[config.mk]
export PLATFORM = sky130hd
export DESIGN_NAME = hazard_unit_flat
export DESIGN_NICKNAME = d
export VERILOG_FILES = /design/src/rtl/core_pkg.sv /design/src/rtl/hazard_unit_if.sv /design/src/rtl/hazard_unit_sat_counter.sv /design/src/rtl/hazard_unit.sv /design/src/flat_wrapper.sv
export SDC_FILE = /design/constraint.sdc
export NUM_CORES = 1
export LEC_CHECK = 0
export ABC_AREA = 1
export ABC_CLOCK_PERIOD_IN_PS = 2900
export BUFFER_PORTS_ARGS = -buffer_cell sky130_fd_sc_hd__buf_2
export CORE_AREA = 2 2 103 155
export CTS_BUF_LIST = sky130_fd_sc_hd__clkbuf_2
export DETAILED_ROUTE_END_ITERATION = 12
export DIE_AREA = 0 0 105 157
export PLACE_DENSITY = 0.69
export SETUP_SLACK_MARGIN = 0.4
export SLEW_MARGIN = 10
export SYNTH_ARGS = -nofsm -noshare
export SYNTH_HDL_FRONTEND = slang
export SYNTH_SLANG_ARGS = --single-unit
[constraint.sdc]
create_clock -name clk -period 2.9 [get_ports clk]
set_input_delay 0.58 -clock clk [delete_from_list [all_inputs] [get_ports clk]]
set_output_delay 0.58 -clock clk [all_outputs]
set_load 0.03 [all_outputs]
[src/rtl/core_pkg.sv]
// Shared pipeline-control types for the RV32I core: hazard FSM states and the grouped stall/flush word.
// Pure declarations; no logic.
package core_pkg;

    localparam int REGFILE_ADDR_WIDTH = 5;

    typedef enum logic [1:0] {
        HOLD     = 2'd0,
        RUN      = 2'd1,
        MEM_WAIT = 2'd2
    } hazard_state_t;

    typedef struct packed {
        logic pc_stall;
        logic if_id_stall;
        logic if_id_flush;
        logic id_ex_stall;
        logic id_ex_flush;
        logic ex_mem_stall;
        logic mem_wb_flush;
    } pipe_ctrl_t;

    localparam pipe_ctrl_t CTRL_NONE  = '0;
    localparam pipe_ctrl_t CTRL_RESET = '{pc_stall: 1'b1, if_id_flush: 1'b1, id_ex_flush: 1'b1,
                                          mem_wb_flush: 1'b1, default: 1'b0};

endpackage

[src/rtl/hazard_unit_if.sv]
// Hazard-unit signal bundle: ID/EX/MEM hazard sources in, pipeline stall/flush enables and stats out.
// Master drives the pipeline-side inputs; slave is the hazard unit.
interface hazard_unit_if
    import core_pkg::*;
#(
    parameter int CNT_WIDTH = 32
);
    logic [REGFILE_ADDR_WIDTH-1:0] ID_Rs1_address;
    logic [REGFILE_ADDR_WIDTH-1:0] ID_Rs2_address;
    logic                          ID_rs1_used;
    logic                          ID_rs2_used;
    logic                          EX_MemRead;
    logic [REGFILE_ADDR_WIDTH-1:0] EX_Rd_address;
    logic                          EX_branch_taken;
    logic                          MEM_dmem_req;
    logic                          MEM_dmem_ready;

    logic                          PC_stall;
    logic                          IF_ID_stall;
    logic                          IF_ID_flush;
    logic                          ID_EX_stall;
    logic                          ID_EX_flush;
    logic                          EX_MEM_stall;
    logic                          MEM_WB_flush;
    logic [CNT_WIDTH-1:0]          load_use_count;
    logic [CNT_WIDTH-1:0]          mem_wait_count;
    logic [CNT_WIDTH-1:0]          flush_count;
    logic                          mem_timeout;

    modport master (
        output ID_Rs1_address, ID_Rs2_address, ID_rs1_used, ID_rs2_used,
               EX_MemRead, EX_Rd_address, EX_branch_taken, MEM_dmem_req, MEM_dmem_ready,
        input  PC_stall, IF_ID_stall, IF_ID_flush, ID_EX_stall, ID_EX_flush,
               EX_MEM_stall, MEM_WB_flush, load_use_count, mem_wait_count,
               flush_count, mem_timeout
    );

    modport slave (
        input  ID_Rs1_address, ID_Rs2_address, ID_rs1_used, ID_rs2_used,
               EX_MemRead, EX_Rd_address, EX_branch_taken, MEM_dmem_req, MEM_dmem_ready,
        output PC_stall, IF_ID_stall, IF_ID_flush, ID_EX_stall, ID_EX_flush,
               EX_MEM_stall, MEM_WB_flush, load_use_count, mem_wait_count,
               flush_count, mem_timeout
    );

endinterface

[src/rtl/hazard_unit_sat_counter.sv]
// Saturating up-counter: count advances one per cycle with inc high and sticks at all-ones.
// Count visible the cycle after inc; no backpressure.
module sat_counter #(
    parameter int WIDTH = 32
) (
    input  logic             clk,
    input  logic             rst_n,
    input  logic             inc,
    output logic [WIDTH-1:0] count
);

    logic [WIDTH-1:0] count_q;
    logic [WIDTH-1:0] count_d;

    always_comb begin
        count_d = count_q;
        if (inc && (count_q != '1)) begin
            count_d = count_q + WIDTH'(1);
        end
    end

    always_ff @(posedge clk or negedge rst_n) begin
        if (!rst_n) begin
            count_q <= '0;
        end else begin
            count_q <= count_d;
        end
    end

    assign count = count_q;

endmodule

[src/rtl/hazard_unit.sv]
// Pipeline hazard control: load-use bubble, taken-branch flush, data-memory freeze, plus stats.
// Stall/flush are same-cycle (Mealy) on hazard inputs; counters and timeout flag update on the next edge.
module hazard_unit
    import core_pkg::*;
#(
    parameter int CNT_WIDTH   = 32,
    parameter int MEM_TIMEOUT = 256
) (
    input  logic         clk,
    input  logic         rst_n,
    hazard_unit_if.slave hu
);

    localparam int TMO_W = $clog2(MEM_TIMEOUT + 1);
    localparam logic [TMO_W-1:0] TMO_LIMIT = TMO_W'(MEM_TIMEOUT);

    hazard_state_t    state_q, state_d;
    logic [TMO_W-1:0] tmo_cnt_q, tmo_cnt_d;
    logic             mem_timeout_q, mem_timeout_d;

    pipe_ctrl_t ctrl;
    logic       mem_stall;
    logic       load_use;
    logic       rs1_hit;
    logic       rs2_hit;
    logic       mem_wait_inc;
    logic       flush_inc;
    logic       load_use_inc;

    assign mem_stall = hu.MEM_dmem_req & ~hu.MEM_dmem_ready;
    assign rs1_hit   = hu.ID_rs1_used & (hu.EX_Rd_address == hu.ID_Rs1_address);
    assign rs2_hit   = hu.ID_rs2_used & (hu.EX_Rd_address == hu.ID_Rs2_address);
    assign load_use  = hu.EX_MemRead & (hu.EX_Rd_address != '0) & (rs1_hit | rs2_hit);

    always_comb begin
        state_d       = state_q;
        ctrl          = CTRL_NONE;
        mem_wait_inc  = 1'b0;
        flush_inc     = 1'b0;
        load_use_inc  = 1'b0;
        tmo_cnt_d     = '0;
        mem_timeout_d = mem_timeout_q;

        case (state_q)
            HOLD: begin
                ctrl    = CTRL_RESET;
                state_d = RUN;
            end
            default: begin
                state_d = mem_stall ? MEM_WAIT : RUN;
                if (mem_stall) begin
                    // EX is frozen, so branch/load-use resolve again once the access completes.
                    ctrl.pc_stall     = 1'b1;
                    ctrl.if_id_stall  = 1'b1;
                    ctrl.id_ex_stall  = 1'b1;
                    ctrl.ex_mem_stall = 1'b1;
                    ctrl.mem_wb_flush = 1'b1;
                    mem_wait_inc      = 1'b1;
                    tmo_cnt_d         = (tmo_cnt_q == TMO_LIMIT) ? tmo_cnt_q : tmo_cnt_q + TMO_W'(1);
                    if (tmo_cnt_d == TMO_LIMIT) begin
                        mem_timeout_d = 1'b1;
                    end
                end else if (hu.EX_branch_taken) begin
                    ctrl.if_id_flush = 1'b1;
                    ctrl.id_ex_flush = 1'b1;
                    flush_inc        = 1'b1;
                end else if (load_use) begin
                    ctrl.pc_stall    = 1'b1;
                    ctrl.if_id_stall = 1'b1;
                    ctrl.id_ex_flush = 1'b1;
                    load_use_inc     = 1'b1;
                end
            end
        endcase
    end

    always_ff @(posedge clk or negedge rst_n) begin
        if (!rst_n) begin
            state_q       <= HOLD;
            tmo_cnt_q     <= '0;
            mem_timeout_q <= 1'b0;
        end else begin
            state_q       <= state_d;
            tmo_cnt_q     <= tmo_cnt_d;
            mem_timeout_q <= mem_timeout_d;
        end
    end

    sat_counter #(.WIDTH(CNT_WIDTH)) u_load_use_cnt (
        .clk   (clk),
        .rst_n (rst_n),
        .inc   (load_use_inc),
        .count (hu.load_use_count)
    );

    sat_counter #(.WIDTH(CNT_WIDTH)) u_mem_wait_cnt (
        .clk   (clk),
        .rst_n (rst_n),
        .inc   (mem_wait_inc),
        .count (hu.mem_wait_count)
    );

    sat_counter #(.WIDTH(CNT_WIDTH)) u_flush_cnt (
        .clk   (clk),
        .rst_n (rst_n),
        .inc   (flush_inc),
        .count (hu.flush_count)
    );

    assign hu.PC_stall     = ctrl.pc_stall;
    assign hu.IF_ID_stall  = ctrl.if_id_stall;
    assign hu.IF_ID_flush  = ctrl.if_id_flush;
    assign hu.ID_EX_stall  = ctrl.id_ex_stall;
    assign hu.ID_EX_flush  = ctrl.id_ex_flush;
    assign hu.EX_MEM_stall = ctrl.ex_mem_stall;
    assign hu.MEM_WB_flush = ctrl.mem_wb_flush;
    assign hu.mem_timeout  = mem_timeout_q;

endmodule

[src/flat_wrapper.sv]
// flat-port wrapper written by rule: the top's interface ports become plain ports
module hazard_unit_flat import core_pkg::*;
#(
    parameter int CNT_WIDTH   = 32,
    parameter int MEM_TIMEOUT = 256
)
  (clk, rst_n, hu_ID_Rs1_address, hu_ID_Rs2_address, hu_ID_rs1_used, hu_ID_rs2_used, hu_EX_MemRead, hu_EX_Rd_address, hu_EX_branch_taken, hu_MEM_dmem_req, hu_MEM_dmem_ready, hu_PC_stall, hu_IF_ID_stall, hu_IF_ID_flush, hu_ID_EX_stall, hu_ID_EX_flush, hu_EX_MEM_stall, hu_MEM_WB_flush, hu_load_use_count, hu_mem_wait_count, hu_flush_count, hu_mem_timeout);
  hazard_unit_if #(.CNT_WIDTH(CNT_WIDTH)) hu_i ();
  input  logic clk;
  input  logic rst_n;
  input wire logic [$bits(hu_i.ID_Rs1_address)-1:0] hu_ID_Rs1_address;
  input wire logic [$bits(hu_i.ID_Rs2_address)-1:0] hu_ID_Rs2_address;
  input wire logic [$bits(hu_i.ID_rs1_used)-1:0] hu_ID_rs1_used;
  input wire logic [$bits(hu_i.ID_rs2_used)-1:0] hu_ID_rs2_used;
  input wire logic [$bits(hu_i.EX_MemRead)-1:0] hu_EX_MemRead;
  input wire logic [$bits(hu_i.EX_Rd_address)-1:0] hu_EX_Rd_address;
  input wire logic [$bits(hu_i.EX_branch_taken)-1:0] hu_EX_branch_taken;
  input wire logic [$bits(hu_i.MEM_dmem_req)-1:0] hu_MEM_dmem_req;
  input wire logic [$bits(hu_i.MEM_dmem_ready)-1:0] hu_MEM_dmem_ready;
  output wire logic [$bits(hu_i.PC_stall)-1:0] hu_PC_stall;
  output wire logic [$bits(hu_i.IF_ID_stall)-1:0] hu_IF_ID_stall;
  output wire logic [$bits(hu_i.IF_ID_flush)-1:0] hu_IF_ID_flush;
  output wire logic [$bits(hu_i.ID_EX_stall)-1:0] hu_ID_EX_stall;
  output wire logic [$bits(hu_i.ID_EX_flush)-1:0] hu_ID_EX_flush;
  output wire logic [$bits(hu_i.EX_MEM_stall)-1:0] hu_EX_MEM_stall;
  output wire logic [$bits(hu_i.MEM_WB_flush)-1:0] hu_MEM_WB_flush;
  output wire logic [$bits(hu_i.load_use_count)-1:0] hu_load_use_count;
  output wire logic [$bits(hu_i.mem_wait_count)-1:0] hu_mem_wait_count;
  output wire logic [$bits(hu_i.flush_count)-1:0] hu_flush_count;
  output wire logic [$bits(hu_i.mem_timeout)-1:0] hu_mem_timeout;
  assign hu_i.ID_Rs1_address = hu_ID_Rs1_address;
  assign hu_i.ID_Rs2_address = hu_ID_Rs2_address;
  assign hu_i.ID_rs1_used = hu_ID_rs1_used;
  assign hu_i.ID_rs2_used = hu_ID_rs2_used;
  assign hu_i.EX_MemRead = hu_EX_MemRead;
  assign hu_i.EX_Rd_address = hu_EX_Rd_address;
  assign hu_i.EX_branch_taken = hu_EX_branch_taken;
  assign hu_i.MEM_dmem_req = hu_MEM_dmem_req;
  assign hu_i.MEM_dmem_ready = hu_MEM_dmem_ready;
  assign hu_PC_stall = hu_i.PC_stall;
  assign hu_IF_ID_stall = hu_i.IF_ID_stall;
  assign hu_IF_ID_flush = hu_i.IF_ID_flush;
  assign hu_ID_EX_stall = hu_i.ID_EX_stall;
  assign hu_ID_EX_flush = hu_i.ID_EX_flush;
  assign hu_EX_MEM_stall = hu_i.EX_MEM_stall;
  assign hu_MEM_WB_flush = hu_i.MEM_WB_flush;
  assign hu_load_use_count = hu_i.load_use_count;
  assign hu_mem_wait_count = hu_i.mem_wait_count;
  assign hu_flush_count = hu_i.flush_count;
  assign hu_mem_timeout = hu_i.mem_timeout;
  hazard_unit #(.CNT_WIDTH(CNT_WIDTH), .MEM_TIMEOUT(MEM_TIMEOUT)) u_core (.clk(clk), .rst_n(rst_n), .hu(hu_i));
endmodule
==> impl_metrics.env, run 1 <==
export IMPL_status="completed"
export IMPL_start_util=0.479
export IMPL_powerDensity_nw_per_um2=623
export IMPL_cp_arrival_ps=1740
export IMPL_postSynthCellCount=1025
export IMPL_cp_max_fo=3
export IMPL_cts_root_buf="clkbuf_2"
export IMPL_m1WireLength_mm=7.88
export IMPL_vias=6953
export IMPL_wl_met2_mm=10.2
export IMPL_place_congestion=1.00
export IMPL_dr_max_layer_used="met4"
export IMPL_ys_seq_area_frac=0.376
export IMPL_syn_area_um2=7190
export IMPL_worst_pin_slew_ps=850
export IMPL_clockBufferDepth=2
export IMPL_drv_slew=0
export IMPL_synth_seq_cells=108
export IMPL_post_cts_buffers=0
export IMPL_criticalPathCategory="in -> out"
export IMPL_ys_async_sr_fraction=1.00
export IMPL_final_net_count=1179
export IMPL_synth_edf_count=0
export IMPL_path_clk_slew_ps=270
export IMPL_synth_most_common_cell="nand2_1"
export IMPL_stdcell_count=1356
export IMPL_ys_warn_count=0
export IMPL_hp_class="in -> reg"
export IMPL_drt_pass1_iter_count=5
export IMPL_insertion_delay_ps=630
export IMPL_vdd_drop_max_mv=0.476
export IMPL_clock_sinks=108
export IMPL_tns_ps=0
export IMPL_avgRoutedWirePerCell_um=14.4
export IMPL_syn_area_per_cell_um2=7.01
export IMPL_synth_area_leaders="dfrtp_1, nand2_1, xor2_1"
export IMPL_drive_above_1_share=0.170
export IMPL_dp_hpwl_mm=14.8
export IMPL_die_y_um=157
export IMPL_yosysTopAreaCell="dfrtp_1"
export IMPL_port_buffers=126
export IMPL_antenna_found_initial=1
export IMPL_globalRouteOverflowTotal=0
export IMPL_grt_pass1_wl_mm=32.4
export IMPL_htree_levels=3
export IMPL_grt_max_degree=47
export IMPL_worst_setup_path_start_kind="primary input"
export IMPL_first_global_vias=6845
export IMPL_fp_dieW_um=105
export IMPL_area_growth_pct=12.8
export IMPL_finalHoldViolations=0
export IMPL_crit_required_ps=2320
export IMPL_wl_met3_um=746
export IMPL_rows=55
export IMPL_maxSlewHeadroom=0.432
export IMPL_post_route_period_util=0.799
export IMPL_fmax_mhz=432
export IMPL_numPlacedInstances=1338
export IMPL_synth_common_cells="nand2_1, nor2_1, dfrtp_1, inv_1, xor2_1"
export IMPL_skew_ps=25.3
export IMPL_ios=127
export IMPL_cts_tree="built"
export IMPL_vias_per_cell=5.13
export IMPL_synth_nets=1053
export IMPL_drc=0
export IMPL_post_synth_num_cell_types=35
export IMPL_drv_cap=0
export IMPL_end_kind="output pin"
export IMPL_dr_first_iter_drc_count=302
export IMPL_p_leak_nw=4.13
export IMPL_coreArea_um2=15000
export IMPL_numCtsBuffers=9
export IMPL_track_usage=0.246
export IMPL_synth_top_cell_area_share=0.376
export IMPL_synth_top_flop_cell="dfrtp_1"
export IMPL_rsz0062_at_grt="no"
export IMPL_ant_nets=0
export IMPL_dieArea_um2=16500
export IMPL_finalCriticalPeriod_ps=2320
export IMPL_setup_violations=0
export IMPL_routed_wl_mm=19.6
[cells by family (layout without fill, tap and decap cells)]
group | count (synthesis) | in the layout | share of synthesized area
other | 0 | 1 | 0
AND/OR/NAND/NOR | 656 | 656 | 0.403
XOR/XNOR | 65 | 65 | 0.0792
adder cells (fa/ha/maj) | 5 | 5 | 0.00871
flip-flops | 108 | 108 | 0.376
buffers and inverters | 130 | 261 | 0.0773
AO/OA/AOI/OAI | 61 | 61 | 0.0552
[sequential cells by signal, summed over array words and instances (netlist names)]
name / count
u_core.hu.mem_timeout: 1
u_core.state_q: 2
u_core.u_flush_cnt.count: 32
u_core.u_mem_wait_cnt.count: 32
u_core.u_load_use_cnt.count: 32
u_core.tmo_cnt_q: 9
[placed cells by master, fill, tap and decap left out, types with 18 or more instances in the layout]
| cell type | instances |
|---|---|
| buf_2 | 125 |
| dfrtp_1 | 108 |
| inv_1 | 104 |
| nand2_1 | 368 |
| nand3_1 | 47 |
| nand3_2 | 30 |
| nor2_1 | 128 |
| nor3_1 | 50 |
| o21ai_0 | 18 |
| o21bai_1 | 32 |
| xor2_1 | 56 |
[power by group]
part | switching, mW | internal [mW] | leakage, nW
combinational | 1.63 | 0.680 | 2.72
sequential | 0.337 | 1.77 | 1.36
clock | 0.517 | 0.123 | 0.0600
[final timing paths]
check	start	end	slack [ps]	depth (start not counted)
worst max-delay path	hu_EX_Rd_address[1]	hu_IF_ID_stall	580	10
max in group asynchronous	rst_n	u_core.u_flush_cnt.count[5]	1710	3
min in group asynchronous	rst_n	u_core.tmo_cnt_q[1]	450	2
worst min register to register	u_core.hu.mem_timeout	u_core.hu.mem_timeout	500	2
worst max register to register	u_core.u_load_use_cnt.count[0]	u_core.u_load_use_cnt.count[0]	670	10
worst min-delay path	hu_MEM_dmem_ready	u_core.state_q[1]	400	5
[layout make-up]
class                   count  area [um^2]
diodes                      1         2.50
inverters                 109          409
clock inverters             4         25.0
fillers                  1587         6900
multi-input cells         787         3930
repair buffers            136          723
flip-flops and latches    108         2700
well taps                 199          249
clock buffers              12         60.1
[what timing repair did]
| action | in CTS | in global routing |
|---|---|---|
| gates resized for setup | 0 | 0 |
| endpoints found under the hold margin | 43 | 0 |
| setup endpoints to repair | 0 | 0 |
| hold buffers | 1 | 0 |
[layer usage]
metal  GRT usage  up-vias
met5           0        -
met4       0.125        0
met3      0.0352       53
met2       0.453      176
met1       0.276     3239
li1            -     3485
[through the flow]
step | utilization | hold WS, ps | cell area [um^2] | setup slack (ps) | power, mW
final | 0.540 | 396 | 8100 | 584 | 5.05
after floorplan | - | 284 | 7190 | 660 | 3.73
after detailed placement | 0.534 | 450 | 8010 | 579 | 4.42
after global routing | 0.540 | 380 | 8100 | 421 | 5.41
after global placement | 0.534 | 443 | 8010 | 630 | 4.40
after CTS | 0.540 | 331 | 8100 | 525 | 5.08
[worst max-delay path, cell delays in order]
cell	delay, ps
buf_2	100
inv_1	60
nand2_1	60
nand2_1	40
nor2_1	100
nand3_1	90
nand2_1	110
nand3_1	170
a21oi_1	210
buf_2	220
No activity file was read; power rests on OpenSTA's default activity.
==> run 2: changes to the inputs <==
Settings changed: ABC_CLOCK_PERIOD_IN_PS 2900 to 2160.
Clock period 2.9 ns to 2.16 ns, I/O delays scaled along.
==> run 2 against run 1 <==
Setup slack lost 370 ps. Total power is 62% higher. Clock skew is 35 ps higher. Critical path depth is 6 lower. Non-clock buffer count is 159 higher. Cell area increased by 32%. Largest cell class unchanged. First-iteration DRC count up 74%. Flip-flop and latch count stayed put.
==> impl_metrics.env, run 2 (synthesis gave the netlist of run 1 again) <==
export IMPL_status="completed"
export IMPL_path_clk_slew_ps=310
export IMPL_tns_ps=0
export IMPL_numCtsBuffers=9
export IMPL_place_congestion=0.948
export IMPL_clock_sinks=108
export IMPL_track_usage=0.270
export IMPL_worst_setup_path_start_kind="register"
export IMPL_max_stage_delay_ps=460
export IMPL_drive_above_1_share=0.361
export IMPL_finalHoldViolations=0
export IMPL_globalRouteOverflowTotal=0
export IMPL_drt_pass1_iter_count=7
export IMPL_ant_nets=0
export IMPL_grt_max_degree=36
export IMPL_fmax_mhz=514
export IMPL_dp_hpwl_mm=14.9
export IMPL_avgRoutedWirePerCell_um=15.5
export IMPL_rsz0062_at_grt="yes"
export IMPL_skew_ps=60.2
export IMPL_insertion_delay_ps=610
export IMPL_final_common_cell="nand2_1"
export IMPL_drv_slew=0
export IMPL_p_leak_nw=5.29
export IMPL_routed_wl_mm=23.6
export IMPL_criticalPathCategory="reg -> out"
export IMPL_crit_required_ps=1730
export IMPL_vdd_drop_max_mv=0.571
export IMPL_reg2reg_to="u_core.u_load_use_cnt.count[14]"
export IMPL_combinationalPowerShare=0.538
export IMPL_internal_power_mw=4.49
export IMPL_cp_arrival_ps=1510
export IMPL_cp_max_fo=4
export IMPL_antenna_found_initial=1
export IMPL_start_util=0.479
export IMPL_powerDensity_nw_per_um2=762
export IMPL_switching_share=0.451
export IMPL_r2r_start="u_core.u_load_use_cnt.count[1]"
export IMPL_cts_root_buf="clkbuf_2"
export IMPL_dieArea_um2=16500
export IMPL_finalCriticalPeriod_ps=1940
export IMPL_vias_per_cell=5.20
export IMPL_maxSlewHeadroom=0.650
export IMPL_critPathTopFamily="flip-flops"
export IMPL_end_kind="output pin"
export IMPL_post_route_period_util=0.900
export IMPL_die_y_um=157
export IMPL_first_global_vias=7463
export IMPL_setup_violations=0
export IMPL_critPathBufInv=2
export IMPL_vias=7898
export IMPL_p_seq_frac=0.345
export IMPL_finalPower_mw=8.17
export IMPL_cts_tree="built"
export IMPL_coreArea_um2=15000
export IMPL_dr_first_iter_drc_count=524
export IMPL_drv_cap=0
export IMPL_final_cell_mix="nand2_1, buf_4, inv_1"
export IMPL_final_net_count=1343
export IMPL_clockBufferDepth=2
export IMPL_rows=55
export IMPL_reg2reg_slack_ps=220
export IMPL_worstPathCellList="nor2_4, nor2_4, buf_6, buf_6"
export IMPL_hp_class="in -> async"
export IMPL_switching_power_mw=3.68
export IMPL_port_buffers=126
export IMPL_area_growth_pct=49.2
export IMPL_power_share_clock=0.117
export IMPL_htree_levels=3
export IMPL_grt_pass1_wl_mm=35.8
export IMPL_cp_slowest_cell="dfrtp_1"
export IMPL_reg2reg_depth=13
export IMPL_drc=0
export IMPL_fp_dieW_um=105
export IMPL_worst_pin_slew_ps=526
export IMPL_ios=127
run 2: power by group through the flow:
stage	clock, mW	sequential (mW)	combinational (mW)
global placement	0	2.86	3.19
finish	0.957	2.81	4.40
global route	1.06	2.85	4.74
floorplan	0	3.50	1.59
CTS	1.00	2.77	3.96
detailed placement	0	2.87	3.22
run 2: how the worst max path moves through the flow:
| stage | cells past startpoint | end | from |
|---|---|---|---|
| floorplan | 11 | u_core.u_load_use_cnt.count[1] | u_core.u_load_use_cnt.count[0] |
| global placement | 10 | u_core.u_mem_wait_cnt.count[22] | u_core.u_mem_wait_cnt.count[1] |
| detailed placement | 10 | u_core.u_mem_wait_cnt.count[22] | u_core.u_mem_wait_cnt.count[1] |
| CTS | 4 | hu_EX_MEM_stall | u_core.state_q[0] |
| global route | 13 | u_core.u_load_use_cnt.count[14] | u_core.u_load_use_cnt.count[1] |
| finish | 4 | hu_EX_MEM_stall | u_core.state_q[1] |
run 2: stage by stage:
stage	instances	hold WS, ps	setup slack (ps)	area (um^2)	util
floorplan	1025	136	375	7250	-
CTS	1483	257	165	9770	0.652
finish	1520	279	216	10700	0.715
global placement	1352	433	221	8240	0.550
detailed placement	1352	437	142	8240	0.550
global route	1520	261	83.1	10700	0.715
run 2: routing by layer:
metal | part of all wire | vias up | global-route usage | wire length [um]
met1 | 0.38 | 3680 | 0.303 | 8870
met3 | 0.062 | 84 | 0.0439 | 1460
li1 | - | 3819 | - | -
met2 | 0.52 | 315 | 0.501 | 12300
met5 | 0 | - | 0 | 0
met4 | 0.040 | 0 | 0.119 | 949
run 2: cell type report:
class | instances | area, um^2
Inverter | 109 | 437
Multi-Input combinational cell | 790 | 4520
Clock buffer | 11 | 55.1
Clock inverter | 5 | 53.8
Antenna cell | 1 | 2.50
Timing Repair inverter | 2 | 20.0
Tap cell | 199 | 249
Timing Repair Buffer | 295 | 2650
Fill cell | 1162 | 4280
Sequential cell | 108 | 2740
run 2: repair_timing:
| item | 4_1_cts | 5_1_grt |
|---|---|---|
| cloned | 9 | 5 |
| buffers inserted | 105 | 31 |
| pin swaps | 54 | 44 |
| hold buffers | 1 | 0 |
| endpoints found under the hold margin | 31 | 0 |
| endpoints found under the setup margin | 177 | 161 |
| resized for setup | 125 | 201 |
run 2: worst reg2reg max path, cell delays in order (launching register included):
cell      delay [ps]
dfrtp_2          470
ha_4             160
nand3_4          100
nor2_4           100
nand3b_1         100
nor2_2           150
nand2_2           80
nor2_4           150
buf_6            160
buf_6            100
buf_6             90
buf_16           100
o21bai_1          50
nand2_1           80
==> run 3: changes to the inputs <==
Settings changed: CORE_AREA 2 2 103 155 to 2 2 105 158, DIE_AREA 0 0 105 157 to 0 0 107 160, SLEW_MARGIN 10 to 30, SYNTH_HIERARCHICAL set to 1.
==> run 3 against run 2 <==
Combinational power shrank 73%. Utilization grew 0.77 points. Die area grew 3.9%. Area after synthesis grew 4.0%. Global-route usage grew 0.67 points. First-iteration DRC count grew 9.7%. Sequential power shrank 21%. Setup slack lost 210 ps. Total power shrank 47%. Critical path type unchanged.
==> impl_metrics.env, run 3 <==
export IMPL_status="completed"
export IMPL_vdd_drop_max_mv=0.426
export IMPL_vias_per_cell=5.23
export IMPL_ys_warn_count=6
export IMPL_synth_seq_cells=108
export IMPL_routed_wl_mm=25.9
export IMPL_dr_first_iter_drc_count=575
export IMPL_criticalPathCategory="reg -> out"
export IMPL_post_synth_num_cell_types=26
export IMPL_ys_seq_area_frac=0.362
export IMPL_skew_ps=41.9
export IMPL_p_seq_frac=0.515
export IMPL_end_kind="output pin"
export IMPL_synth_nets=1167
export IMPL_combinationalPowerShare=0.269
export IMPL_stdcell_count=1689
export IMPL_cp_slowest_cell="dfrtp_1"
export IMPL_grt_max_degree=48
export IMPL_numCtsBuffers=9
export IMPL_powerDensity_nw_per_um2=377
export IMPL_worstPathCellList="nor2_4, nor2_4, buf_6, o21bai_4, buf_6"
export IMPL_p_leak_nw=5.35
export IMPL_post_route_period_util=0.999
export IMPL_ant_nets=0
export IMPL_track_usage=0.277
export IMPL_synth_top_cell_area_share=0.362
export IMPL_first_global_vias=7935
export IMPL_finalHoldViolations=0
export IMPL_synth_most_common_cell="nand2_1"
export IMPL_setup_violations=0
export IMPL_switching_share=0.348
export IMPL_dpl_worst_slack_ps=39.7
export IMPL_worst_setup_path_start_kind="register"
export IMPL_clockBufferDepth=2
export IMPL_avgRoutedWirePerCell_um=15.4
export IMPL_hp_class="in -> async"
export IMPL_internal_power_mw=2.82
export IMPL_ys_async_sr_fraction=1.00
export IMPL_crit_required_ps=1730
export IMPL_yosysTopAreaCell="dfrtp_1"
export IMPL_switching_power_mw=1.50
export IMPL_synth_edf_count=0
export IMPL_rows=57
export IMPL_setup_slack_ps=2.86
export IMPL_path_clk_slew_ps=320
export IMPL_syn_area_um2=7470
export IMPL_insertion_delay_ps=680
export IMPL_drv_cap=0
export IMPL_max_stage_delay_ps=460
export IMPL_r2r_start="u_core/state_q[0]"
export IMPL_cp_arrival_ps=1730
export IMPL_fmax_mhz=464
export IMPL_reg2reg_to="u_core/u_flush_cnt/count[18]"
export IMPL_antenna_found_initial=1
export IMPL_reg2reg_depth=13
export IMPL_synth_area_leaders="dfrtp_1, nand2_1, nor2_1"
export IMPL_vias=8828
export IMPL_post_dp_cell_area_um2=8490
export IMPL_syn_area_per_cell_um2=6.56
export IMPL_final_common_cell="nand2_1"
export IMPL_rsz0062_at_grt="yes"
export IMPL_globalRouteOverflowTotal=0
export IMPL_design_area_um2=11500
export IMPL_power_share_clock=0.216
export IMPL_final_cell_mix="nand2_1, buf_4, nor2_1"
export IMPL_dieArea_um2=17100
export IMPL_maxSlewHeadroom=0.773
export IMPL_cts_root_buf="clkbuf_2"
export IMPL_htree_levels=3
export IMPL_cp_max_fo=3
export IMPL_area_growth_pct=53.8
export IMPL_ff_latch_area_um2=2750
export IMPL_numPlacedInstances=1477
export IMPL_drc=0
export IMPL_port_buffers=126
export IMPL_reg2reg_slack_ps=250
export IMPL_multi_input_area_um2=4820
export IMPL_cts_tree="built"
export IMPL_clock_sinks=108
export IMPL_die_y_um=160
export IMPL_ios=127
export IMPL_fp_dieW_um=107
export IMPL_worst_pin_slew_ps=340
export IMPL_final_net_count=1504
export IMPL_synth_top_flop_cell="dfrtp_1"
export IMPL_place_congestion=0.919
export IMPL_synth_common_cells="nand2_1, nor2_1, inv_1, dfrtp_1, nand3_1"
export IMPL_dp_hpwl_mm=16.2
export IMPL_grt_pass1_wl_mm=37.8
export IMPL_postSynthCellCount=1139
export IMPL_finalCriticalPeriod_ps=2160
export IMPL_start_util=0.470
export IMPL_drt_pass1_iter_count=7
export IMPL_drive_above_1_share=0.378
export IMPL_coreArea_um2=15900
export IMPL_drv_slew=0
export IMPL_fillCellCount=1216
## run 3: changes by cell type in the layout (fill, tap and decap cells not counted), moves of 26 or more
cell / delta
buf_2: -26
buf_4: +31
buf_6: +50
nand2_1: +81
nand2_2: +32
nor2_1: +52
nor3_1: -32
o21bai_1: -29
xor2_1: -46
## run 3: worst max path at each step
stage               slack, ps                 from                              end  cells after the start
floorplan                 320  hu_EX_Rd_address[0]  u_core/u_load_use_cnt/count[28]                     13
global placement           80  hu_EX_Rd_address[4]  u_core/u_load_use_cnt/count[26]                     14
detailed placement         40  hu_EX_Rd_address[4]  u_core/u_load_use_cnt/count[26]                     14
CTS                       -60    u_core/state_q[0]                   hu_ID_EX_flush                      5
global route             -100    u_core/state_q[0]                   hu_ID_EX_flush                      5
finish                      3    u_core/state_q[0]                   hu_ID_EX_flush                      5
## run 3: area by class of cell
class / instances / share of cell area
diodes: 2 / 0.000436
clock buffers: 9 / 0.00392
clock inverters: 7 / 0.00523
inverters: 115 / 0.0404
multi-input cells: 905 / 0.420
flip-flops and latches: 108 / 0.239
well taps: 206 / 0.0224
repair buffers: 336 / 0.267
repair inverters: 1 / 0.000980
## run 3: cell families (layout without fill, tap and decap cells)
family / Yosys count / in the layout / synth area share
and+or+nand+nor: 839 / 844 / 0.492
xor gates and xnor gates: 31 / 31 / 0.0363
adders and majority gates: 5 / 5 / 0.00838
buffers and inverters: 131 / 468 / 0.0814
DFF: 108 / 108 / 0.362
AOI/OAI and AO/OA: 25 / 25 / 0.0204
other: 0 / 2 / 0
## run 3: routing by layer
metal,up-vias,part of all wire,global-route usage
li1,4225,-,-
met1,4159,0.39,0.334
met2,346,0.52,0.495
met3,98,0.048,0.0298
met4,0,0.046,0.115
met5,-,0,0
## run 3: worst max-delay path, delay by kind of cell (launching register included)
family          cells  cell delay, ps
compound gates      1             120
buf+inv             2             270
flops               1             460
simple gates        2             230
## run 3: metrics by stage
| step | hold slack (ps) | utilization | total power [mW] | TNS (ps) |
|---|---|---|---|---|
| 6_report | 104 | 0.722 | 4.33 | 0 |
| 5_1_grt | 76.6 | 0.722 | 4.54 | -368 |
| 4_1_cts | 78.9 | 0.654 | 4.23 | -148 |
| 3_5_place_dp | 309 | 0.534 | 2.98 | 0 |
| 3_3_place_gp | 311 | 0.534 | 2.97 | 0 |
| 2_1_floorplan | 136 | - | 2.72 | 0 |
## run 3: repair_timing
action | CTS | global route
gates resized for setup | 241 | 151
cloned | 0 | 11
hold buffers | 1 | 0
endpoints found under the hold margin | 108 | 0
setup endpoints to repair | 151 | 157
pin swaps | 13 | 63
setup buffers | 141 | 41
## run 3: power groups by stage
stage | sequential, mW | clock (mW) | combinational, mW
finish | 2.23 | 0.934 | 1.17
global route | 2.24 | 1.05 | 1.25
CTS | 2.22 | 0.978 | 1.04
detailed placement | 2.29 | 0 | 0.688
global placement | 2.29 | 0 | 0.675
floorplan | 2.43 | 0 | 0.293
